<file path="config.mk">
export PLATFORM = sky130hd
export DESIGN_NAME = processador_multiciclo_param
export DESIGN_NICKNAME = d
export VERILOG_FILES = /design/src/rtl/processador_multiciclo_param.sv
export SDC_FILE = /design/constraint.sdc
export NUM_CORES = 1
export LEC_CHECK = 0
export CORE_MARGIN = 5
export CORE_UTILIZATION = 45
export CTS_CLUSTER_DIAMETER = 200
export DETAILED_ROUTE_END_ITERATION = 7
export HOLD_SLACK_MARGIN = 0.08
export PLACE_DENSITY = 0.65
export SETUP_SLACK_MARGIN = 0.2
export SLEW_MARGIN = 20
export SYNTH_ARGS = -nofsm -noshare
export SYNTH_HDL_FRONTEND = slang
export SYNTH_SLANG_ARGS = --single-unit
</file>
<file path="constraint.sdc">
create_clock -name Clock -period 5.05 [get_ports Clock]
set_clock_uncertainty 0.2 [all_clocks]
set_input_delay 0.505 -clock Clock [delete_from_list [all_inputs] [get_ports Clock]]
set_output_delay 0.505 -clock Clock [all_outputs]
set_load 0.02 [all_outputs]
</file>
<file path="src/rtl/processador_multiciclo_param.sv">
// Parametrised multicycle processor: register/immediate instructions executed in
// micro-steps T0..T3 over a shared bus, with a Run/Done handshake to the source.
module processador_multiciclo_param #(
   parameter int unsigned DATA_W     = 16,
   parameter int unsigned REG_ADDR_W = 3
) (
   input  logic                  Clock,
   input  logic                  Reset,
   input  logic                  Run,
   input  logic [DATA_W-1:0]     DIN,
   input  logic [REG_ADDR_W-1:0] DbgSel,
   output logic [DATA_W-1:0]     DbgData,
   output logic                  Done,
   output logic [DATA_W-1:0]     BusWires,
   output logic [1:0]            Tstep,
   output logic                  Zflag
);

   localparam int unsigned IR_W = 3 + 2 * REG_ADDR_W;
   localparam int unsigned NREG = 1 << REG_ADDR_W;

   localparam logic [1:0] T0 = 2'd0;
   localparam logic [1:0] T1 = 2'd1;
   localparam logic [1:0] T2 = 2'd2;
   localparam logic [1:0] T3 = 2'd3;

   localparam logic [2:0] OP_MV   = 3'b000;
   localparam logic [2:0] OP_MVI  = 3'b001;
   localparam logic [2:0] OP_ADD  = 3'b010;
   localparam logic [2:0] OP_SUB  = 3'b011;
   localparam logic [2:0] OP_AND  = 3'b100;
   localparam logic [2:0] OP_OR   = 3'b101;
   localparam logic [2:0] OP_SLT  = 3'b110;
   localparam logic [2:0] OP_MVNZ = 3'b111;

   logic [1:0]            step_q, step_d;
   logic [IR_W-1:0]       ir_q;
   logic [DATA_W-1:0]     a_q;
   logic [DATA_W-1:0]     g_q;
   logic                  z_q;
   logic [DATA_W-1:0]     regs_q [NREG];

   logic [2:0]            op;
   logic [REG_ADDR_W-1:0] rx, ry, rsrc;
   logic                  src_reg, src_din, src_g;
   logic                  a_in, g_in, r_in;
   logic [DATA_W-1:0]     alu;

   assign op = ir_q[IR_W-1 -: 3];
   assign rx = ir_q[2*REG_ADDR_W-1 -: REG_ADDR_W];
   assign ry = ir_q[REG_ADDR_W-1:0];

   always_comb begin
      step_d  = step_q;
      src_reg = 1'b0;
      src_din = 1'b0;
      src_g   = 1'b0;
      rsrc    = rx;
      a_in    = 1'b0;
      g_in    = 1'b0;
      r_in    = 1'b0;
      Done    = 1'b0;
      unique case (step_q)
         T0: if (Run) step_d = T1;
         T1: begin
            unique case (op)
               OP_MV: begin
                  src_reg = 1'b1; rsrc = ry; r_in = 1'b1; Done = 1'b1; step_d = T0;
               end
               OP_MVI: begin
                  src_din = 1'b1; r_in = 1'b1; Done = 1'b1; step_d = T0;
               end
               OP_MVNZ: begin
                  src_reg = 1'b1; rsrc = ry; r_in = !z_q; Done = 1'b1; step_d = T0;
               end
               default: begin
                  src_reg = 1'b1; rsrc = rx; a_in = 1'b1; step_d = T2;
               end
            endcase
         end
         T2: begin
            src_reg = 1'b1; rsrc = ry; g_in = 1'b1; step_d = T3;
         end
         T3: begin
            src_g = 1'b1; r_in = 1'b1; Done = 1'b1; step_d = T0;
         end
      endcase
   end

   // AND-OR bus: a double-enabled source shows up as corrupted data instead of being hidden
   assign BusWires = ({DATA_W{src_reg}} & regs_q[rsrc])
                   | ({DATA_W{src_din}} & DIN)
                   | ({DATA_W{src_g}}   & g_q);

   always_comb begin
      alu = '0;
      unique case (op)
         OP_ADD:  alu = a_q + BusWires;
         OP_SUB:  alu = a_q - BusWires;
         OP_AND:  alu = a_q & BusWires;
         OP_OR:   alu = a_q | BusWires;
         OP_SLT:  alu = {{(DATA_W-1){1'b0}}, ($signed(a_q) < $signed(BusWires))};
         default: alu = '0;
      endcase
   end

   always_ff @(posedge Clock) begin
      if (Reset) begin
         step_q <= T0;
         ir_q   <= '0;
         a_q    <= '0;
         g_q    <= '0;
         z_q    <= 1'b1;
         regs_q <= '{default: '0};
      end else begin
         step_q <= step_d;
         if (step_q == T0 && Run) ir_q <= DIN[IR_W-1:0];
         if (a_in) a_q <= BusWires;
         if (g_in) begin
            g_q <= alu;
            z_q <= (alu == '0);
         end
         if (r_in) regs_q[rx] <= BusWires;
      end
   end

   assign DbgData = regs_q[DbgSel];
   assign Tstep   = step_q;
   assign Zflag   = z_q;

endmodule
</file>
==> results.md <==
- Status: finished, final reports clean
- Yosys top cell by area: dfxtp_1
- Post-placement cell area: approximately 12,000 um^2
- Synth Warn #: 0
- Non-filler cells, final: 1,525
- Pin count of the biggest net entering global routing: 101
- Slew HR: a little under a third
- Final worst slack: 0.04566 ns
- Total Nets Final: 1,304
- Register area share after synthesis: 33.21%
- Post-synthesis sequential element count: 172
- Hold buffer count at cts: 0
- Total number of vias: 9,277
- Reg2Reg Capture Point: Zflag
- Max incr delay on CP: around 0.56 ns
- Core area: roughly 23,000 um^2
- CTS tree: built
- Initial DRC Count: 800
- Sinks on Clock Net: 172
- Residual DRC: 0
- Placer congestion estimate: 0.9624
- Critical path's slowest cell: or4_4
- Critical-path cell list: or3_4 -> a21boi_2 -> o21a_2 -> a22o_4 -> buf_12 -> mux2_2 -> a222oi_1 -> o211ai_4 -> inv_4 -> ha_4 -> or4_4 -> a21oi_4 -> nor4_4 -> nor4_2 -> mux2_4 -> a221oi_4 -> nand4_1 -> o41ai_2
- Post-synth EDFFs: 0
- Worst R2R Path Depth: 18
- Most area-consuming cells after synthesis: dfxtp_1 33%, mux4_2 10%, a21oi_1 7.8%, o21ai_0 6.5%, ha_1 6.4%
- Vias in the first global route: about 8,900
- Die area: 26,180 um^2
- CP bufs+invs: 2
- R2R Path Start: ir_q[8]
- Initial core utilization: 45.80%
- Total power: 3.455 mW
- Synthesized instance count: 1,139
- Leak Pwr: 4.678 nW
- Hold Crit Class: reg2reg
- Port bufs: 57
- Clk slew on worst S/H paths: 0.08 ns
- Net Count, Synth: 1,216
- CP endpoint: Zflag
- WL per Instance: 20.37 um
- Vert. Die Dim: 161.8 um
- Pins Over Slew Limit: 0
- CP arrival: just over 5 ns
- Flop2flop setup slack: 0.05 ns
- Dpl cells: 1,472
- First-pass GRT wire length: between 40,000 and 50,000 um
- Fmax: 199.8 MHz
- Post-Syn Area: between 10,000 and 15,000 um^2
- Max Buffers Root-to-Sink: 2
- Synth top cells by count: 172 x dfxtp_1, 161 x a21oi_1, 135 x o21ai_0, 77 x nor2_1, 70 x clkbuf_1
- Netlist cell types: 75
- Top_reg_cell synth: dfxtp_1
- GRT Util Overall: 23.28%
- Initial antenna violation count: 0
- Synthesized area per cell: 9.103 um^2
- Post-DP HPWL: ~22,000 um
- Crit path from: ir_q[8]
- Final instance area: between 10,000 and 15,000 um^2
- Count leader, synth: dfxtp_1
- Final Cycle Share: between 90% and 100%
- CP required: around 5.2 ns
- Fill cells: 1,969
- RSZ-0062 raised after global routing: true
- FP Rows: between 50 and 60
- Routed Antenna Nets: 0
- Top cell type's share of synthesized area: roughly 33%
- Placement Setup Slack: -0.1188 ns
- Startpoint Class: flop
- Post-synthesis async set-or-reset flop share: 0%
- Clk_lat worst skew: 0.44 ns
- Critical Path End Type: flop
- Clock buffer count from CTS: 17
- Final Hold Violating Endpoints: 0
- H-tree level count: 4
- CTS root buf: clkbuf_16
- Layout cell share with drive strength beyond 1: 27.58%
- CP Max Fanout: 10
- Power Density: 270.2 nW/um^2
- Total I/O pin count: 58
- Max Cap Viol: 0
- Final critical-path required period: around 5.0 ns
- Cell family with the largest share of critical-path delay: compound AO/OA/AOI/OAI gates
- Via density: slightly above 6
- GRT overflow: 0
- Hold slack final: 0.2723 ns
- Worst path depth: 18
- Die Span X: 161.8 um
- DRT Wirelength: 31,060 um
- Drt pass-1 iters: 8
- Critical path type: reg2reg
- Final Setup Violations: 0
- Worst slew pin tran: approximately 1.0 ns
- Antenna Cells: 0
- Area Overhead vs Synth: 23.30%
- Maximum VDD drop: 0.2139 mV
flip-flops by register name, summed over array words and instances, names as in the netlist, named ones only:
signal / flops
g_q: 16
Zflag: 1
a_q: 16
ir_q: 9
regs_q: 128
Tstep: 1
kinds of logic (layout without fill, tap and decap cells):
| logic type | Yosys count | in the layout | share of synthesized area (%) |
|---|---|---|---|
| AOI/OAI and AO/OA | 438 | 438 | 27.11 |
| xor gates and xnor gates | 11 | 11 | 0.9292 |
| adders and majority gates | 55 | 55 | 6.782 |
| buffers and inverters | 150 | 251 | 6.190 |
| DFF | 172 | 172 | 33.21 |
| muxes | 107 | 107 | 16.56 |
| and+or+nand+nor | 206 | 206 | 9.219 |
per-layer routing:
metal | wire length [um] | up-vias | track usage (%)
met5 | 0 | - | 0
met2 | 14990 | 280 | 38.20
met1 | 13740 | 4523 | 31.99
li1 | - | 4429 | -
met3 | 1607 | 45 | 3.349
met4 | 725 | 0 | 7.036
cells in the final DEF (no fill, tap or decap), types with 4 or more instances in the layout:
cell type / netlist / layout
a21oi_1: 161 / 156
nor2_4: 0 / 4
a211oi_1: 33 / 30
a21oi_2: 0 / 4
mux2i_1: 26 / 26
inv_4: 2 / 5
o22ai_1: 5 / 5
nor2b_1: 8 / 8
o21ai_0: 135 / 132
inv_2: 14 / 13
nand2_1: 55 / 54
dfxtp_1: 172 / 170
nor3_1: 12 / 9
nand2b_1: 6 / 6
a211oi_2: 17 / 20
mux2_2: 28 / 28
clkbuf_16: 0 / 17
buf_4: 3 / 104
mux4_2: 47 / 47
ha_4: 0 / 8
a21o_1: 4 / 4
o211ai_4: 0 / 4
or3_1: 4 / 4
ha_1: 53 / 42
a222oi_1: 16 / 16
xnor2_1: 9 / 8
mux2_1: 5 / 4
clkdlybuf4s50_1: 0 / 54
nand3_1: 17 / 17
o211ai_2: 16 / 12
nor2_1: 77 / 70
inv_8: 0 / 6
inv_1: 34 / 33
how the worst min path moves through the flow:
stage	depth (start not counted)	slack, ns	startpoint	to
6_report	2	0.27	g_q[7]	g_q[7]
5_1_grt	2	0.30	g_q[5]	g_q[5]
4_1_cts	2	0.27	g_q[5]	g_q[5]
3_5_place_dp	2	0.25	ir_q[2]	ir_q[2]
3_3_place_gp	2	0.25	ir_q[2]	ir_q[2]
2_1_floorplan	2	0.24	ir_q[1]	ir_q[1]
worst min-delay path, cell delays in order (launching register included):
cell	delay [ns]
dfxtp_1	0.32
nand2_1	0.06
a21oi_1	0.05
metrics by stage:
stage	util, %	TNS, ns
2_1_floorplan	-	0
3_3_place_gp	51.67	0
3_5_place_dp	51.67	-0.1188
4_1_cts	54.60	0
5_1_grt	56.47	-0.3377
6_report	56.47	0
layout make-up:
cell class	count	area, um^2	area share, %
Inverter	51	203.9	1.595
Timing Repair Buffer	168	1458	11.40
Clock inverter	15	166.4	1.302
Sequential cell	172	3451	26.99
Multi-Input combinational cell	817	6724	52.59
Tap cell	285	356.6	2.789
Clock buffer	17	425.4	3.327
repair_timing:
| item | in CTS | in global routing |
|---|---|---|
| endpoints found under the hold margin | 0 | 0 |
| buffers inserted | 4 | 17 |
| pin swaps | 13 | 31 |
| gates resized for setup | 9 | 51 |
| endpoints found under the setup margin | 4 | 10 |
| gates cloned | 0 | 0 |
power by group:
part / switching, mW / internal [mW]
Combinational: 0.382 / 0.320
Clock: 0.654 / 0.668
Sequential: 0.0351 / 1.40
No activity file was read; power rests on OpenSTA's default activity.
